--- src/rtl/act_bit_place_encoder.sv ---
// Activation-to-bit-place encoder: takes one activation per handshake and emits
// one token per nonzero magnitude bit, MSB first, for the bit-serial PE array.
module act_bit_place_encoder #(
  parameter int DATA_W      = 8,
  parameter int PLACE_W     = $clog2(DATA_W),
  parameter int SIGNED_MODE = 0,
  parameter int MAX_PLACES  = DATA_W
) (
  input  logic               CLK,
  input  logic               RSTN,
  input  logic               in_valid,
  output logic               in_ready,
  input  logic [DATA_W-1:0]  in_data,
  output logic               out_valid,
  input  logic               out_ready,
  output logic [PLACE_W-1:0] out_place,
  output logic               out_sign,
  output logic               out_last,
  output logic               out_zero,
  output logic               out_trunc,
  output logic               busy
);

  // One spare bit so the token count never wraps for any legal MAX_PLACES.
  localparam int CNT_W = PLACE_W + 1;
  localparam logic [CNT_W-1:0] CNT_LAST = CNT_W'(MAX_PLACES - 1);

  typedef enum logic {
    S_IDLE = 1'b0,
    S_EMIT = 1'b1
  } state_t;

  state_t              state_q,    state_d;
  logic [DATA_W-1:0]   residual_q, residual_d;
  logic                sign_q,     sign_d;
  logic                zero_q,     zero_d;
  logic [CNT_W-1:0]    count_q,    count_d;

  logic                emit;
  logic                fire;
  logic                load;
  logic [PLACE_W-1:0]  place_c;
  logic [DATA_W-1:0]   top_bit;
  logic [DATA_W-1:0]   rest;
  logic                cap_hit;
  logic                last_c;
  logic                trunc_c;
  logic                in_neg;

  function automatic logic [DATA_W-1:0] magnitude(input logic [DATA_W-1:0] v);
    if ((SIGNED_MODE != 0) && v[DATA_W-1]) begin
      return ~v + 1'b1;
    end
    return v;
  endfunction

  function automatic logic [PLACE_W-1:0] top_index(input logic [DATA_W-1:0] v);
    logic [PLACE_W-1:0] idx;
    idx = '0;
    for (int i = 0; i < DATA_W; i++) begin
      if (v[i]) begin
        idx = PLACE_W'(i);
      end
    end
    return idx;
  endfunction

  always_comb begin
    emit    = (state_q == S_EMIT);
    place_c = zero_q ? '0 : top_index(residual_q);
    top_bit = {{(DATA_W-1){1'b0}}, 1'b1} << place_c;
    rest    = residual_q & ~top_bit;
    cap_hit = (count_q == CNT_LAST);
    last_c  = zero_q || (rest == '0) || cap_hit;
    trunc_c = last_c && !zero_q && cap_hit && (rest != '0);
    fire    = emit && out_ready;
    in_neg  = (SIGNED_MODE != 0) && in_data[DATA_W-1];
  end

  // Outputs depend on registered state only; in_ready alone also sees out_ready
  // so the next value can load on the edge that retires the last token.
  always_comb begin
    out_valid = emit;
    out_place = emit ? place_c : '0;
    out_sign  = emit && sign_q;
    out_last  = emit && last_c;
    out_zero  = emit && zero_q;
    out_trunc = emit && trunc_c;
    busy      = emit;
    in_ready  = !emit || (fire && last_c);
    load      = in_valid && in_ready;
  end

  always_comb begin
    state_d    = state_q;
    residual_d = residual_q;
    sign_d     = sign_q;
    zero_d     = zero_q;
    count_d    = count_q;

    if (fire) begin
      if (last_c) begin
        state_d = S_IDLE;
      end else begin
        residual_d = rest;
        count_d    = count_q + 1'b1;
      end
    end

    if (load) begin
      state_d    = S_EMIT;
      residual_d = magnitude(in_data);
      sign_d     = in_neg;
      zero_d     = (magnitude(in_data) == '0);
      count_d    = '0;
    end
  end

  always_ff @(posedge CLK or negedge RSTN) begin
    if (!RSTN) begin
      state_q    <= S_IDLE;
      residual_q <= '0;
      sign_q     <= 1'b0;
      zero_q     <= 1'b0;
      count_q    <= '0;
    end else begin
      state_q    <= state_d;
      residual_q <= residual_d;
      sign_q     <= sign_d;
      zero_q     <= zero_d;
      count_q    <= count_d;
    end
  end

endmodule
--- config.mk ---
export PLATFORM = sky130hd
export DESIGN_NAME = act_bit_place_encoder
export DESIGN_NICKNAME = d
export VERILOG_FILES = /design/src/rtl/act_bit_place_encoder.sv
export SDC_FILE = /design/constraint.sdc
export NUM_CORES = 1
export LEC_CHECK = 0
export BUFFER_PORTS_ARGS = -buffer_cell sky130_fd_sc_hd__buf_2
export CAP_MARGIN = 20
export CELL_PAD_IN_SITES_DETAIL_PLACEMENT = 1
export CELL_PAD_IN_SITES_GLOBAL_PLACEMENT = 1
export CORE_MARGIN = 10
export CORE_UTILIZATION = 40
export DETAILED_ROUTE_END_ITERATION = 8
export PLACE_DENSITY = 0.89
export SYNTH_ARGS = -nofsm -noshare
export SYNTH_HDL_FRONTEND = slang
export SYNTH_SLANG_ARGS = --single-unit
--- constraint.sdc ---
create_clock -name CLK -period 5.1 [get_ports CLK]
set_input_delay 1.02 -clock CLK [delete_from_list [all_inputs] [get_ports CLK]]
set_output_delay 1.02 -clock CLK [all_outputs]
set_load 0.02 [all_outputs]
# After elaboration in Yosys (flattened, before gate mapping)
# Index checks and enable logic that the tools add are counted.
dict set report word_totals {
  latchBits 0
  in_bits 12
  mem_bits_ro 0
  ramBits 0
  out_inout_bits 10
  elab_cells 49
  n_memories 0
  reg_bits 14
}
dict set report op_classes {
  n_shift 1
  order_cmp 0
  n_eq_ne 2
  muxes 18
  add_sub_neg 1
  n_div 0
  bitwise 2
  n_mul 0
  reduce_logical 21
}
# op count
set ops {}
lappend ops {{$mux W8} 3}
lappend ops {{$mux W3} 6}
lappend ops {{$logic_not A8 Y1} 2}
lappend ops {{$mux W4} 3}
lappend ops {{$logic_and A1 B1 Y1} 9}
lappend ops {{$and A8 B8 Y8} 1}
lappend ops {{$not A8 Y8} 1}
lappend ops {{$reduce_bool A8 Y1} 1}
lappend ops {{$shl A1 B3 Y8 const A} 1}
lappend ops {{$add A4 B1 Y4 const B} 1}
lappend ops {{$eq A4 B3 Y1 const B} 1}
lappend ops {{$mux W1} 4}
lappend ops {{$mux W2} 2}
lappend ops {{$reduce_and A2 Y1} 2}
lappend ops {{$reduce_bool A2 Y1} 2}
lappend ops {{$logic_or A1 B1 Y1} 3}
lappend ops {{$logic_not A1 Y1} 2}
lappend ops {{$ne A2 B2 Y1 const B} 1}

# Logic depth before layout (Yosys ltp)
# Gate-level depths: netlist of run 1.
dict set report depth {
  ltp_word 19
  ltp_mapped 8
}

# Worst setup path after synthesis of run 1
# Ideal clock, no wire load.
dict set report synth_timing {
  kind {register to output}
  from {register residual_q[5]}
  to {output port in_ready}
  path_stages_with_launch 7
  arrival_ns 2.251
  required_ns 4.080
  path_slack_ns 1.829
  n_path_buf 1
  cell_sequence {dfrtp_1 > buf_6 > or4_4 > or4_4 > a211oi_4 > nor2_4 > nor2_1}
}
dict set report synth_between {
  elab_chain_cells 12
}
# element line_no
set synth_rtl {}
lappend synth_rtl {{start: declaration} 34} ;# logic [DATA_W-1:0] residual_q, residual_d;
lappend synth_rtl {{start signal: assignment} 128} ;# residual_q <= residual_d;
lappend synth_rtl {{$mux W3 (3 in series)} 61} ;# if (v[i]) begin
lappend synth_rtl {{$mux W3} 70} ;# place_c = zero_q ? '0 : top_index(residual_q);
lappend synth_rtl {{$shl A1 B3 Y8} 71} ;# top_bit = {{(DATA_W-1){1'b0}}, 1'b1} << place_c;
lappend synth_rtl {{$not A8 Y8} 72} ;# rest = residual_q & ~top_bit;
lappend synth_rtl {{$and A8 B8 Y8 *} 72}
lappend synth_rtl {{$logic_not A8 Y1 *} 74} ;# last_c = zero_q || (rest == '0) || cap_hit;
lappend synth_rtl {{$logic_or A1 B1 Y1 * (2 in series)} 74}
lappend synth_rtl {{$logic_and A1 B1 Y1 *} 90} ;# in_ready = !emit || (fire && last_c);
lappend synth_rtl {{$logic_or A1 B1 Y1 *} 90}
lappend synth_rtl {{end: declaration} 12} ;# output logic in_ready,
# Mark *: on every way between the ends. The rest lies on a longest branch, timed or not.

# Final worst setup path of run 1
dict set report layout_timing {
  from {register residual_q[4]}
  to {output port in_ready}
}
dict set report layout_between {
  elab_chain_cells 13
}
# element line_no
set layout_rtl {}
lappend layout_rtl {{$mux W3 (4 in series)} 61}
lappend layout_rtl {{$mux W3} 70}
lappend layout_rtl {{$shl A1 B3 Y8} 71}
lappend layout_rtl {{$not A8 Y8} 72}
lappend layout_rtl {{$and A8 B8 Y8 *} 72}
lappend layout_rtl {{$logic_not A8 Y1 *} 74}
lappend layout_rtl {{$logic_or A1 B1 Y1 * (2 in series)} 74}
lappend layout_rtl {{$logic_and A1 B1 Y1 *} 90}
lappend layout_rtl {{$logic_or A1 B1 Y1 *} 90}
# Marks and branches as above.

==> results.json, run 1 <==
{
  "start_util": 0.426,
  "status": "finished, final reports clean",
  "dr.pass1.iters": 4,
  "grt_overflow": 0,
  "worstHoldStart": "count_q[0]$_DFFE_PN0P_",
  "grt_pass1_vias": 926,
  "io_pins": 22,
  "diodes": 0,
  "async_reset_ff_frac": 1.00,
  "ant_nets": 0,
  "endpoint_kind": "output port",
  "synthCells": 108,
  "clk_transition_reported_paths_ns": 0.10,
  "p_leak_uw": 0.000523,
  "grtUsageTotal": 0.111,
  "coreArea_um2": 2250,
  "maxCapViolCount": 0,
  "r2r-start": "residual_q[4]$_DFFE_PN0P_",
  "dieArea_um2": 4760,
  "seq_area_frac_synth": 0.365,
  "layout-drive-gt1-share": 0.240,
  "gp_congestion": 0.828,
  "cts_tree": "done",
  "fmax_mhz": 273,
  "ir_drop_mv": 0.366,
  "synth_nets": 121,
  "holdPathEnd": "count_q[0]$_DFFE_PN0P_",
  "tightest_slew_ns": 0.548,
  "r2r_setup_slack_ns": 2.49,
  "cts.sinks": 14,
  "numPortBuffers": 20,
  "p_sw_uw": 454,
  "seqPwrFrac": 0.254,
  "drc": 0,
  "cts_resized": 0,
  "power.internal_uw": 433,
  "synth-edff-count": 0,
  "h-tree-depth": 1,
  "relSlewSlack": 0.631,
  "combPwrFrac": 0.653,
  "swShare": 0.512,
  "setup_tns_ns": 0,
  "synthFlopType": "dfrtp_1",
  "synth_cell_types": 43,
  "post-route-period-util": 0.718,
  "drv_slew": 0,
  "r2r_end": "residual_q[4]$_DFFE_PN0P_",
  "wire_per_inst_um": 17.6,
  "antenna_found_initial": 0,
  "hp-class": "reg2reg",
  "cts_hold_buf": 0,
  "drt_iter0_markers": 36,
  "cp.arrival_ns": 2.64,
  "critPathKind": "reg2out",
  "r2r_cells": 6,
  "cts_setup_buffers": 0,
  "rsz0062_at_grt": "no",
  "fin_crit_ns": 3.66,
  "synth-seq-cells": 14,
  "utilization": 0.483,
  "area_growth_pct": 13.3,
  "finalHoldViolCount": 0,
  "wl_um": 2690,
  "power_density_nw_per_um2": 815,
  "crit_required_ns": 4.08,
  "die_x_um": 69.0,
  "setup_viol": 0,
  "clk-insertion-delay-late_ns": 0.28,
  "grt_pass1_wl_um": 4570,
  "syn_area_per_cell_um2": 8.90,
  "critPathLaunchType": "register",
  "nets": 139,
  "drt-vias-per-instance": 5.97,
  "die_h_um": 69.0,
  "finClkSkew_ns": 0.00652,
  "yosysWarnings": 0,
  "synthesis.area_um2": 961,
  "cts_inserted_buffers": 3,
  "grt_max_degree": 15,
  "dr_total_vias": 914,
  "min_path_cells": 1,
  "cts_root_buf": "clkbuf_4",
  "place_hpwl_um": 2110,
  "cp_max_fo": 10,
  "rows": 17,
  "cts_buffer_depth": 2,
  "p_clk_frac": 0.093
}
cells by family after synthesis:
family | Yosys count | share of synthesized area
compound gates | 33 | 0.279
fa+ha+maj | 2 | 0.0234
buf+inv | 11 | 0.0612
flops | 14 | 0.365
other cells | 1 | 0.00390
simple gates | 47 | 0.268
final cells by class:
type                            count  area, um^2
Tap cell                           28        35.0
Sequential cell                    14         350
Multi-Input combinational cell     83         552
Fill cell                         293        1170
Clock buffer                        4        36.3
Inverter                            4        15.0
Timing Repair Buffer               20         100
flip-flops by register name, indices dropped and copies added (netlist names):
register    count
residual_q      8
count_q         4
busy            1
zero_q          1
worst max path at each step:
| stage | start | endpoint | slack (ns) |
|---|---|---|---|
| floorplan | residual_q[5]$_DFFE_PN0P_ | in_ready | 1.83 |
| CTS | residual_q[4]$_DFFE_PN0P_ | in_ready | 1.44 |
| global route | residual_q[4]$_DFFE_PN0P_ | in_ready | 1.30 |
| finish | residual_q[4]$_DFFE_PN0P_ | in_ready | 1.44 |
| global placement | residual_q[4]$_DFFE_PN0P_ | in_ready | 1.80 |
| detailed placement | residual_q[4]$_DFFE_PN0P_ | in_ready | 1.76 |
cells in the mapped netlist, types with 2 or more instances:
master	instances	area (um^2)
a21oi_1	3	15.0
a22o_1	6	52.6
or4_4	2	22.5
o21ai_1	2	10.0
dfrtp_1	14	350
inv_1	4	15.0
nor4_1	3	18.8
nor2b_1	2	12.5
a221o_1	2	20.0
clkbuf_1	2	7.51
o21bai_1	4	30.0
nor2_1	12	45.0
o31ai_1	2	15.0
nor3_1	5	25.0
nand2_1	8	30.0
o21ai_0	2	10.0
a211o_1	2	17.5
buf_2	2	10.0
nand2b_1	6	37.5
buf_4	2	15.0
metrics by stage:
stage	hold slack [ns]	area, um^2	worst slack [ns]	instances	total power, uW
2_1_floorplan	0.471	961	1.83	108	666
3_3_place_gp	0.499	1050	1.80	149	784
3_5_place_dp	0.508	1050	1.76	149	806
4_1_cts	0.524	1090	1.44	153	890
5_1_grt	0.556	1090	1.30	153	972
6_report	0.530	1090	1.44	153	887
cell usage in the layout, fill, tap and decap left out, drive strengths merged, types with 2 or more instances in the layout:
master and n:
dfrtp 14, nor2 14, or4 2, o21bai 4
nor4 3, a21oi 3, nand2b 6, o31ai 2
a211o 2, nor2b 2, nand2 8, inv 4
clkbuf 4, nor3 5, a22o 6, buf 20
o21ai 4, a221o 2
worst max-delay path, cell delays in order (launching register included):
cell and delay [ns]:
dfrtp_1 0.46, or4_4 0.56, or4_4 0.51, a211oi_4 0.38, nor2_4 0.12, nor2_1 0.13
buf_2 0.18
power groups by stage:
stage	Sequential [uW]	Clock [uW]	Combinational [uW]
after floorplan	195	0	471
after detailed placement	225	0	581
after global placement	218	0	566
after global routing	232	91.0	648
after CTS	223	83.2	584
final	225	82.4	580
routing by layer:
layer / GRT usage / part of all wire
met2: 0.162 / 0.46
met3: 0.0257 / 0.048
met1: 0.154 / 0.48
met5: 0 / 0
met4: 0.0333 / 0.013
(Power assumes the default switching activity.)
==> inputs of run 2 (changes only) <==
--- a/config.mk
+++ b/config.mk
@@ -5,14 +5,15 @@
 export SDC_FILE = /design/constraint.sdc
 export NUM_CORES = 1
 export LEC_CHECK = 0
+export ABC_AREA = 1
 export BUFFER_PORTS_ARGS = -buffer_cell sky130_fd_sc_hd__buf_2
 export CAP_MARGIN = 20
 export CELL_PAD_IN_SITES_DETAIL_PLACEMENT = 1
 export CELL_PAD_IN_SITES_GLOBAL_PLACEMENT = 1
 export CORE_MARGIN = 10
-export CORE_UTILIZATION = 40
+export CORE_UTILIZATION = 37
 export DETAILED_ROUTE_END_ITERATION = 8
-export PLACE_DENSITY = 0.89
+export PLACE_DENSITY = 0.88
 export SYNTH_ARGS = -nofsm -noshare
 export SYNTH_HDL_FRONTEND = slang
 export SYNTH_SLANG_ARGS = --single-unit
==> constraint.sdc (replaced) <==
create_clock -name CLK -period 3.6 [get_ports CLK]
set_input_delay 0.72 -clock CLK [delete_from_list [all_inputs] [get_ports CLK]]
set_output_delay 0.72 -clock CLK [all_outputs]
set_load 0.02 [all_outputs]
==> run 2 against run 1 <==
Compared with the run above:
- synthesized area increased by 5.3%
- critical path type unchanged
- clock-buffer cell count is the same
- clock power grew 44%
==> results.json, run 2 <==
{
  "cts_resized": 0,
  "area_growth_pct": 14.6,
  "grt_overflow": 0,
  "synth.area.mux_share": 0,
  "synthFlopType": "dfrtp_1",
  "numPortBuffers": 20,
  "status": "finished, final reports clean",
  "cp_max_fo": 10,
  "cts.sinks": 14,
  "power.internal_uw": 564,
  "yosysWarnings": 0,
  "holdWs_ns": 0.315,
  "synth_cell_types": 23,
  "drt-vias-per-instance": 5.19,
  "synth_compound_area_frac": 0.0581,
  "critPathKind": "reg2out",
  "setup_viol": 0,
  "top_register": "residual_q",
  "critPathLaunchType": "register",
  "seqPwrFrac": 0.228,
  "fin_crit_ns": 3.11,
  "dr.pass1.iters": 4,
  "hp-class": "in2async",
  "finalHoldViolCount": 0,
  "syn_area_per_cell_um2": 6.75,
  "p_sw_uw": 755,
  "r2r-start": "residual_q[4]$_DFFE_PN0P_",
  "cts_hold_buf": 0,
  "synthesis.area_um2": 1010,
  "reg.largest.list": "residual_q: 8 flops, count_q: 4 flops",
  "synth_top_family_by_area": "simple AND/OR/NAND/NOR gates",
  "synth_area_leaders": "dfrtp_1 35%, nand2_1 19%, nand3_1 7.4%, inv_1 6.7%, nand4_1 4.9%",
  "p_clk_frac": 0.090,
  "cts_setup_buffers": 0,
  "drv_slew": 0,
  "seq_area_frac_synth": 0.346,
  "ant_nets": 0,
  "clk-insertion-delay-late_ns": 0.29,
  "dieArea_um2": 5230,
  "power_density_nw_per_um2": 1140,
  "dpl.cell_count": 197,
  "largest_reg_flops": 8,
  "cts_buffer_depth": 2,
  "layout_commonest_cell": "nand2_1",
  "met1_length_um": 1370,
  "die_h_um": 72.3,
  "wl_met2_um": 1500,
  "ir_drop_mv": 0.628,
  "layout-drive-gt1-share": 0.228,
  "nets": 185,
  "routed.top_layer": "met4",
  "synth-edff-count": 0,
  "finClkSkew_ns": 0.00287,
  "grtUsageTotal": 0.119,
  "post-route-period-util": 0.864,
  "start_util": 0.398,
  "cts_tree": "done",
  "synth_fa_ha_area_frac": 0.0124,
  "h-tree-depth": 1,
  "maxCapViolCount": 0,
  "synthCells": 150,
  "setup_tns_ns": 0,
  "io_pins": 22,
  "r2r_end": "zero_q$_DFFE_PN0P_",
  "wire_per_inst_um": 15.3,
  "cts_root_buf": "clkbuf_4",
  "fmax_mhz": 322,
  "synth_nets": 163,
  "fin_total_pwr_uw": 1320,
  "gp_congestion": 0.874,
  "cts_inserted_buffers": 3,
  "p_leak_uw": 0.000676,
  "wl_um": 3080,
  "coreArea_um2": 2540,
  "rows": 18,
  "grt_pass1_wl_um": 5060,
  "dr_total_vias": 1043,
  "clk_transition_reported_paths_ns": 0.09,
  "diodes": 0,
  "yosysMostFrequentCell": "nand2_1",
  "r2r_cells": 15,
  "wl_met3_um": 138,
  "antenna_found_initial": 0,
  "swShare": 0.572,
  "place_hpwl_um": 2550,
  "crit_required_ns": 2.88,
  "final_cells": 201,
  "synthXorXnorAreaFrac": 0.0173,
  "drc": 0,
  "die_x_um": 72.3,
  "yosys.area_share.simple": 0.447,
  "combPwrFrac": 0.682,
  "synth_top_area_share": 0.346,
  "synth_common_cells": "51 x nand2_1, 18 x inv_1, 15 x nand3_1",
  "grt_pass1_vias": 1127,
  "drt_iter0_markers": 29,
  "synth-seq-cells": 14,
  "endpoint_kind": "output port",
  "rsz0062_at_grt": "no",
  "grt_max_degree": 15,
  "r2r_setup_slack_ns": 1.30,
  "synthDominantAreaCellType": "dfrtp_1",
  "async_reset_ff_frac": 1.00,
  "layout_common_cells": "51 x nand2_1, 20 x buf_2, 18 x inv_1",
  "cp.arrival_ns": 2.39
}
==> run 2: power by group through the flow <==
| stage | sequential (uW) | combinational, uW | clock, uW |
|---|---|---|---|
| after CTS | 299 | 916 | 118 |
| after global routing | 311 | 1020 | 131 |
| after floorplan | 285 | 688 | 0 |
| final | 300 | 900 | 119 |
| after global placement | 295 | 866 | 0 |
| after detailed placement | 302 | 911 | 0 |
==> run 2: critical path, stage by stage (launching register included) <==
cell and delay, ns:
dfrtp_1 0.42, nor2_1 0.20, o21ai_0 0.12, nand2_1 0.09
nand2_2 0.10, o21ai_1 0.24, o21ai_1 0.10, inv_1 0.06
nand2_1 0.05, nor2_1 0.17, nand2_2 0.09, nand4_4 0.15
nand2_1 0.07, inv_1 0.07, buf_2 0.16
==> run 2: logic make-up after synthesis <==
group                    Yosys count
flip-flops                        14
other                              1
buffers and inverters             27
AO/OA/AOI/OAI                     11
XOR/XNOR                           2
adder cells (fa/ha/maj)            1
AND/OR/NAND/NOR                   94
==> run 2: layer usage <==
metal,global-route usage,up-vias
met3,0.0150,6
met2,0.207,28
met1,0.138,492
met5,0,-
met4,0.0645,0
li1,-,517
==> run 2: worst max-delay path by stage <==
stage                                    from  endpoint  slack, ns  depth (start not counted)
floorplan           residual_q[4]$_DFFE_PN0P_  in_ready       1.21                         13
global placement    residual_q[4]$_DFFE_PN0P_  in_ready       0.95                         14
detailed placement  residual_q[4]$_DFFE_PN0P_  in_ready       0.85                         14
CTS                 residual_q[4]$_DFFE_PN0P_  in_ready       0.52                         14
global route        residual_q[4]$_DFFE_PN0P_  in_ready       0.33                         14
finish              residual_q[4]$_DFFE_PN0P_  in_ready       0.49                         14
==> run 2: final cells by class <==
type,instances,area (um^2)
Fill cell,362,1390
Multi-Input combinational cell,109,546
Sequential cell,14,350
Timing Repair Buffer,20,100
Inverter,24,90.1
Tap cell,30,37.5
Clock buffer,4,36.3
==> run 2: metrics by stage <==
| step | utilization | cell area [um^2] | setup slack (ns) |
|---|---|---|---|
| 6_report | 0.456 | 1160 | 0.491 |
| 5_1_grt | 0.456 | 1160 | 0.333 |
| 4_1_cts | 0.456 | 1160 | 0.519 |
| 3_5_place_dp | 0.441 | 1120 | 0.851 |
| 3_3_place_gp | 0.441 | 1120 | 0.953 |
| 2_1_floorplan | - | 1010 | 1.21 |
